==> src/rtl/fpadd_issue.sv <==
// Issue/capture stage around the combinational fpadd: registers one operation,
// holds it on the adder for HOLD_CYCLES, then presents the captured result.
module fpadd_issue #(
   parameter int unsigned HOLD_CYCLES = 2
) (
   input  logic        clk,
   input  logic        reset_n,
   input  logic        in_valid,
   output logic        in_ready,
   input  logic [63:0] in_op1,
   input  logic [63:0] in_op2,
   input  logic [2:0]  in_rm,
   input  logic [2:0]  in_op_type,
   input  logic [1:0]  in_P,
   input  logic        in_OvEn,
   input  logic        in_UnEn,
   output logic [63:0] op1,
   output logic [63:0] op2,
   output logic [2:0]  rm,
   output logic [2:0]  op_type,
   output logic [1:0]  P,
   output logic        OvEn,
   output logic        UnEn,
   input  logic [63:0] AS_Result,
   input  logic [4:0]  Flags,
   input  logic        Denorm,
   output logic        out_valid,
   input  logic        out_ready,
   output logic [63:0] out_result,
   output logic [4:0]  out_flags,
   output logic        out_denorm,
   output logic [4:0]  acc_flags,
   input  logic        flag_clr,
   output logic        busy
);

   typedef enum logic [1:0] {IDLE, EXEC, DONE} state_t;

   localparam logic [3:0] CNT_INIT = 4'(HOLD_CYCLES - 1);

   state_t      state_q, state_d;
   logic [3:0]  cnt_q, cnt_d;
   logic [63:0] op1_q, op1_d, op2_q, op2_d;
   logic [2:0]  rm_q, rm_d, op_type_q, op_type_d;
   logic [1:0]  p_q, p_d;
   logic        oven_q, oven_d, unen_q, unen_d;
   logic [63:0] out_result_q, out_result_d;
   logic [4:0]  out_flags_q, out_flags_d;
   logic        out_denorm_q, out_denorm_d;
   logic        out_valid_q, out_valid_d;
   logic [4:0]  acc_flags_q, acc_flags_d;
   logic        accept, capture;

   always_comb begin
      state_d      = state_q;
      cnt_d        = cnt_q;
      op1_d        = op1_q;
      op2_d        = op2_q;
      rm_d         = rm_q;
      op_type_d    = op_type_q;
      p_d          = p_q;
      oven_d       = oven_q;
      unen_d       = unen_q;
      out_result_d = out_result_q;
      out_flags_d  = out_flags_q;
      out_denorm_d = out_denorm_q;
      out_valid_d  = out_valid_q;
      in_ready     = 1'b0;
      accept       = 1'b0;
      capture      = 1'b0;

      case (state_q)
         IDLE: begin
            in_ready = 1'b1;
            accept   = in_valid;
         end
         EXEC: begin
            if (cnt_q != '0) begin
               cnt_d = cnt_q - 4'd1;
            end else begin
               capture = 1'b1;
               state_d = DONE;
            end
         end
         DONE: begin
            in_ready = out_ready;
            if (out_ready) begin
               out_valid_d = 1'b0;
               accept      = in_valid;
               if (!in_valid) state_d = IDLE;
            end
         end
         default: state_d = IDLE;
      endcase

      if (accept) begin
         op1_d     = in_op1;
         op2_d     = in_op2;
         rm_d      = in_rm;
         op_type_d = in_op_type;
         p_d       = in_P;
         oven_d    = in_OvEn;
         unen_d    = in_UnEn;
         cnt_d     = CNT_INIT;
         state_d   = EXEC;
      end

      if (capture) begin
         out_result_d = AS_Result;
         out_flags_d  = Flags;
         out_denorm_d = Denorm;
         out_valid_d  = 1'b1;
      end

      // Clear applies before the OR so a colliding capture keeps its own flags.
      acc_flags_d = flag_clr ? '0 : acc_flags_q;
      if (capture) acc_flags_d = acc_flags_d | Flags;
   end

   always_ff @(posedge clk) begin
      if (!reset_n) begin
         state_q      <= IDLE;
         cnt_q        <= '0;
         op1_q        <= '0;
         op2_q        <= '0;
         rm_q         <= '0;
         op_type_q    <= '0;
         p_q          <= '0;
         oven_q       <= 1'b0;
         unen_q       <= 1'b0;
         out_result_q <= '0;
         out_flags_q  <= '0;
         out_denorm_q <= 1'b0;
         out_valid_q  <= 1'b0;
         acc_flags_q  <= '0;
      end else begin
         state_q      <= state_d;
         cnt_q        <= cnt_d;
         op1_q        <= op1_d;
         op2_q        <= op2_d;
         rm_q         <= rm_d;
         op_type_q    <= op_type_d;
         p_q          <= p_d;
         oven_q       <= oven_d;
         unen_q       <= unen_d;
         out_result_q <= out_result_d;
         out_flags_q  <= out_flags_d;
         out_denorm_q <= out_denorm_d;
         out_valid_q  <= out_valid_d;
         acc_flags_q  <= acc_flags_d;
      end
   end

   assign op1        = op1_q;
   assign op2        = op2_q;
   assign rm         = rm_q;
   assign op_type    = op_type_q;
   assign P          = p_q;
   assign OvEn       = oven_q;
   assign UnEn       = unen_q;
   assign out_result = out_result_q;
   assign out_flags  = out_flags_q;
   assign out_denorm = out_denorm_q;
   assign out_valid  = out_valid_q;
   assign acc_flags  = acc_flags_q;
   assign busy       = (state_q != IDLE);

endmodule

==> config.mk <==
export PLATFORM = sky130hd
export DESIGN_NAME = fpadd_issue
export DESIGN_NICKNAME = d
export VERILOG_FILES = /design/src/rtl/fpadd_issue.sv
export SDC_FILE = /design/constraint.sdc
export NUM_CORES = 1
export LEC_CHECK = 0
export CAP_MARGIN = 0
export CORE_AREA = 3 3 164 166
export DETAILED_ROUTE_END_ITERATION = 16
export DIE_AREA = 0 0 167 169
export DONT_BUFFER_PORTS = 1
export PLACE_DENSITY = 0.54
export SYNTH_ARGS = -nofsm -noshare
export SYNTH_HDL_FRONTEND = slang
export SYNTH_SLANG_ARGS = --single-unit
==> constraint.sdc <==
create_clock -name clk -period 2.7 [get_ports clk]
set_clock_uncertainty 0.1 [all_clocks]
set_input_delay 0.54 -clock clk [delete_from_list [all_inputs] [get_ports clk]]
set_output_delay 0.54 -clock clk [all_outputs]
set_load 0.03 [all_outputs]
==> results.md, run 1 <==
- Min Tclk post-route: between 2 and 2.5 ns
- Maxcap violations: 0
- Setup TNS: 0 ns
- Postcts setup bufs: 0
- Syn Area/Cell: ~8.5 µm²
- Total track usage: ~17%
- Yosys top cell by area: dfxtp_1
- Post-CTS sizing: 0
- Drt total wl: ~26 mm
- Hold_ws: roughly 0.066 ns
- Post-synthesis instance total: around 990
- FFs w/ async S/R, synth: 0%
- Core area: about 26000 µm²
- Final HPWL DP: roughly 18 mm
- Final setup fails: 0
- Overflow left after global routing: 0
- Cts hold-fix bufs: 0
- Clock sink count: 220
- Drt wl/cell: between 20 and 25 µm
- CTS tree: yes
- Initial antenna violation count: 2
- Vias in the first global route: approximately 6500
- Chip Width: 167 µm
- Fin. max-slew vios: 0
- Top cell type's share of synthesized area: 52.0%
- Total CTS buffers: 25
- Pleak: 3.34 nW
- Reg clk slew, reported paths: ~0.060 ns
- Yosys warns: 0
- Tcrit/Tclk final: between 90% and 100%
- Util after Layout: a little under two fifths
- Area Overhead vs Synth: 11.9%
- H-tree levels: 1
- Worst hold start: AS_Result[7]
- Register area share after synthesis: 52.0%
- Pwr Total: 8.09 mW
- Ys flop type: dfxtp_1
- Hold path depth: 2
- Max Freq: 412 MHz
- R2R Path End: out_result[46]
- Fillcell total: around 2600
- First-pass DRT Iterations: 4
- # IOs: 429
- Crit path DAT: 1.79 ns
- Syn_nets: 1206
- Setup CP Type: register to output pin
- Post-synthesis cell area: about 8500 µm²
- Worst R2R Start: cnt_q[0]
- Die footprint: between 20000 and 30000 µm²
- RSZ-0062 raised after global routing: no
- Unique masters post-synth: 30
- Vias after detailed routing: 6920
- Worst-Skew Late Latency: approximately 0.51 ns
- First-pass GRT wire length: 38.8 mm
- Synth top area cells: dfxtp_1 52%, a21oi_1 8.5%, nand3_1 8.2%
- Vias/cell: about 5.4
- Reg2reg path depth: 6
- Internal reg-to-reg setup slack: roughly 0.74 ns
- # DRC: 0
- ANT nets after route: 0
- Status: finished clean
- Final hold violation count: 0
- Starting Density: roughly 33%
- Max VDD drop: 0.497 mV
- Die height: around 170 µm
- # rows: just under 60
- Hold crit path type: primary input to register
- Worst slew pin tran: about 0.59 ns
- Req. time, crit path: between 2 and 2.5 ns
- Crit path launch type: register
- Final net count: approximately 1100
- CP Max Fanout: 40
- Largest net degree at the start of global routing: ~150
- CP endpoint kind: output pin
- Final RePlAce weighted congestion: between 0.7 and 0.8
- Relative slew slack: 60.7%
- PwrDens: between 800 and 900 nW/µm²
- Clock Root Buffer: clkbuf_16
- DR iter-0 viols: a little over 500
- EDFF count, synth: 0
- Port buffer count: 0
- Antenna fix cells: 0
- WHS Endpoint: out_result[7]
- Clock Tree Buf Depth: 3
- Layout cell share with drive strength beyond 1: under 10%
- #FFs+latches synth: 220
## state kept, by name, indices dropped and copies added (netlist names)
register    count
op1            64
op2            64
out_result     64
acc_flags       5
out_flags       5
cnt_q           4
op_type         3
rm              3
P               2
state_q         2
OvEn            1
UnEn            1
out_denorm      1
out_valid       1
## cell type report
class,count,area [µm²],area share [%]
Sequential cell,220,4400,46.5
Multi-Input combinational cell,667,3570,37.7
Clock buffer,40,762,8.04
Tap cell,335,419,4.42
Timing Repair Buffer,16,220,2.32
Clock inverter,5,80.1,0.845
Inverter,4,17.5,0.185
## metrics by stage
stage / area [µm²] / setup WS (ns) / instances
floorplan: 8470 / 0.593 / 992
global placement: 8630 / 0.694 / 1242
detailed placement: 8630 / 0.696 / 1242
CTS: 9480 / 0.247 / 1287
global route: 9480 / 0.137 / 1287
finish: 9480 / 0.270 / 1287
## critical path, stage by stage, from the launching register on
cell and delay [ns]:
dfxtp_1 0.49, and2b_4 0.51, nor2_1 0.27
## layout by cell type (no fill, tap or decap), types with 2 or more instances in the layout
cell        count
mux2i_1        65
dfxtp_1       220
nand3b_1        6
clkbuf_1        7
nand4_1         5
buf_4           8
a21oi_1       143
nor3b_1         2
buf_12          8
clkbuf_8        8
nand3_1       138
clkinvlp_4      2
inv_1           3
clkbuf_16      25
nand2b_1        2
nand2_1       143
nand2b_4        2
o21ai_0        67
bufinv_16       2
o21ai_1        80
or3_1           2
## layer usage
metal  track usage [%]  part of all wire, %  vias to the layer above
met2              26.6                   47                      351
met3              6.96                   11                       51
li1                  -                    -                     3334
met4              5.49                  2.6                        4
met1              20.6                   39                     3180
met5                 0                 0.13                        -
## worst max path at each step
| stage | slack (ns) | depth (start not counted) | end | start |
|---|---|---|---|---|
| after global routing | 0.14 | 2 | in_ready | state_q[1] |
| after global placement | 0.69 | 2 | in_ready | out_ready |
| final | 0.27 | 2 | in_ready | state_q[1] |
| after CTS | 0.25 | 2 | in_ready | state_q[1] |
| after floorplan | 0.59 | 4 | in_ready | out_ready |
| after detailed placement | 0.70 | 2 | in_ready | out_ready |
## cells in the mapped netlist (3+ instances only)
master and count:
mux2i_1 65, buf_6 9, nand2_1 143, clkbuf_1 47
nand2b_1 4, nand3b_1 6, clkbuf_2 3, buf_2 40
a21oi_1 143, dfxtp_1 220, o21ai_0 67, inv_1 3
nand3_1 138, o21ai_1 80, nand4_1 5
## cell families after synthesis
kind of cell	count (synthesis)	share of synthesized area, %
simple gates	309	16.8
compound gates	292	17.3
flops	220	52.0
buf+inv	105	6.09
mux	65	7.68
fa+ha+maj	1	0.148
## power breakdown
part / leakage [nW] / internal, mW / switching [mW]
Sequential: 1.80 / 3.46 / 0.565
Clock: 0.406 / 2.11 / 1.32
Combinational: 1.14 / 0.241 / 0.387
Total: 3.34 / 5.81 / 2.27
Note: power is estimated with default switching activity, not from simulation.
==> inputs of run 2 (changes only) <==
GPL_ROUTABILITY_DRIVEN = 0   (was not set)
==> results of run 2 <==
Same layout as run 1: the final DEF is identical, and so are final timing and power.
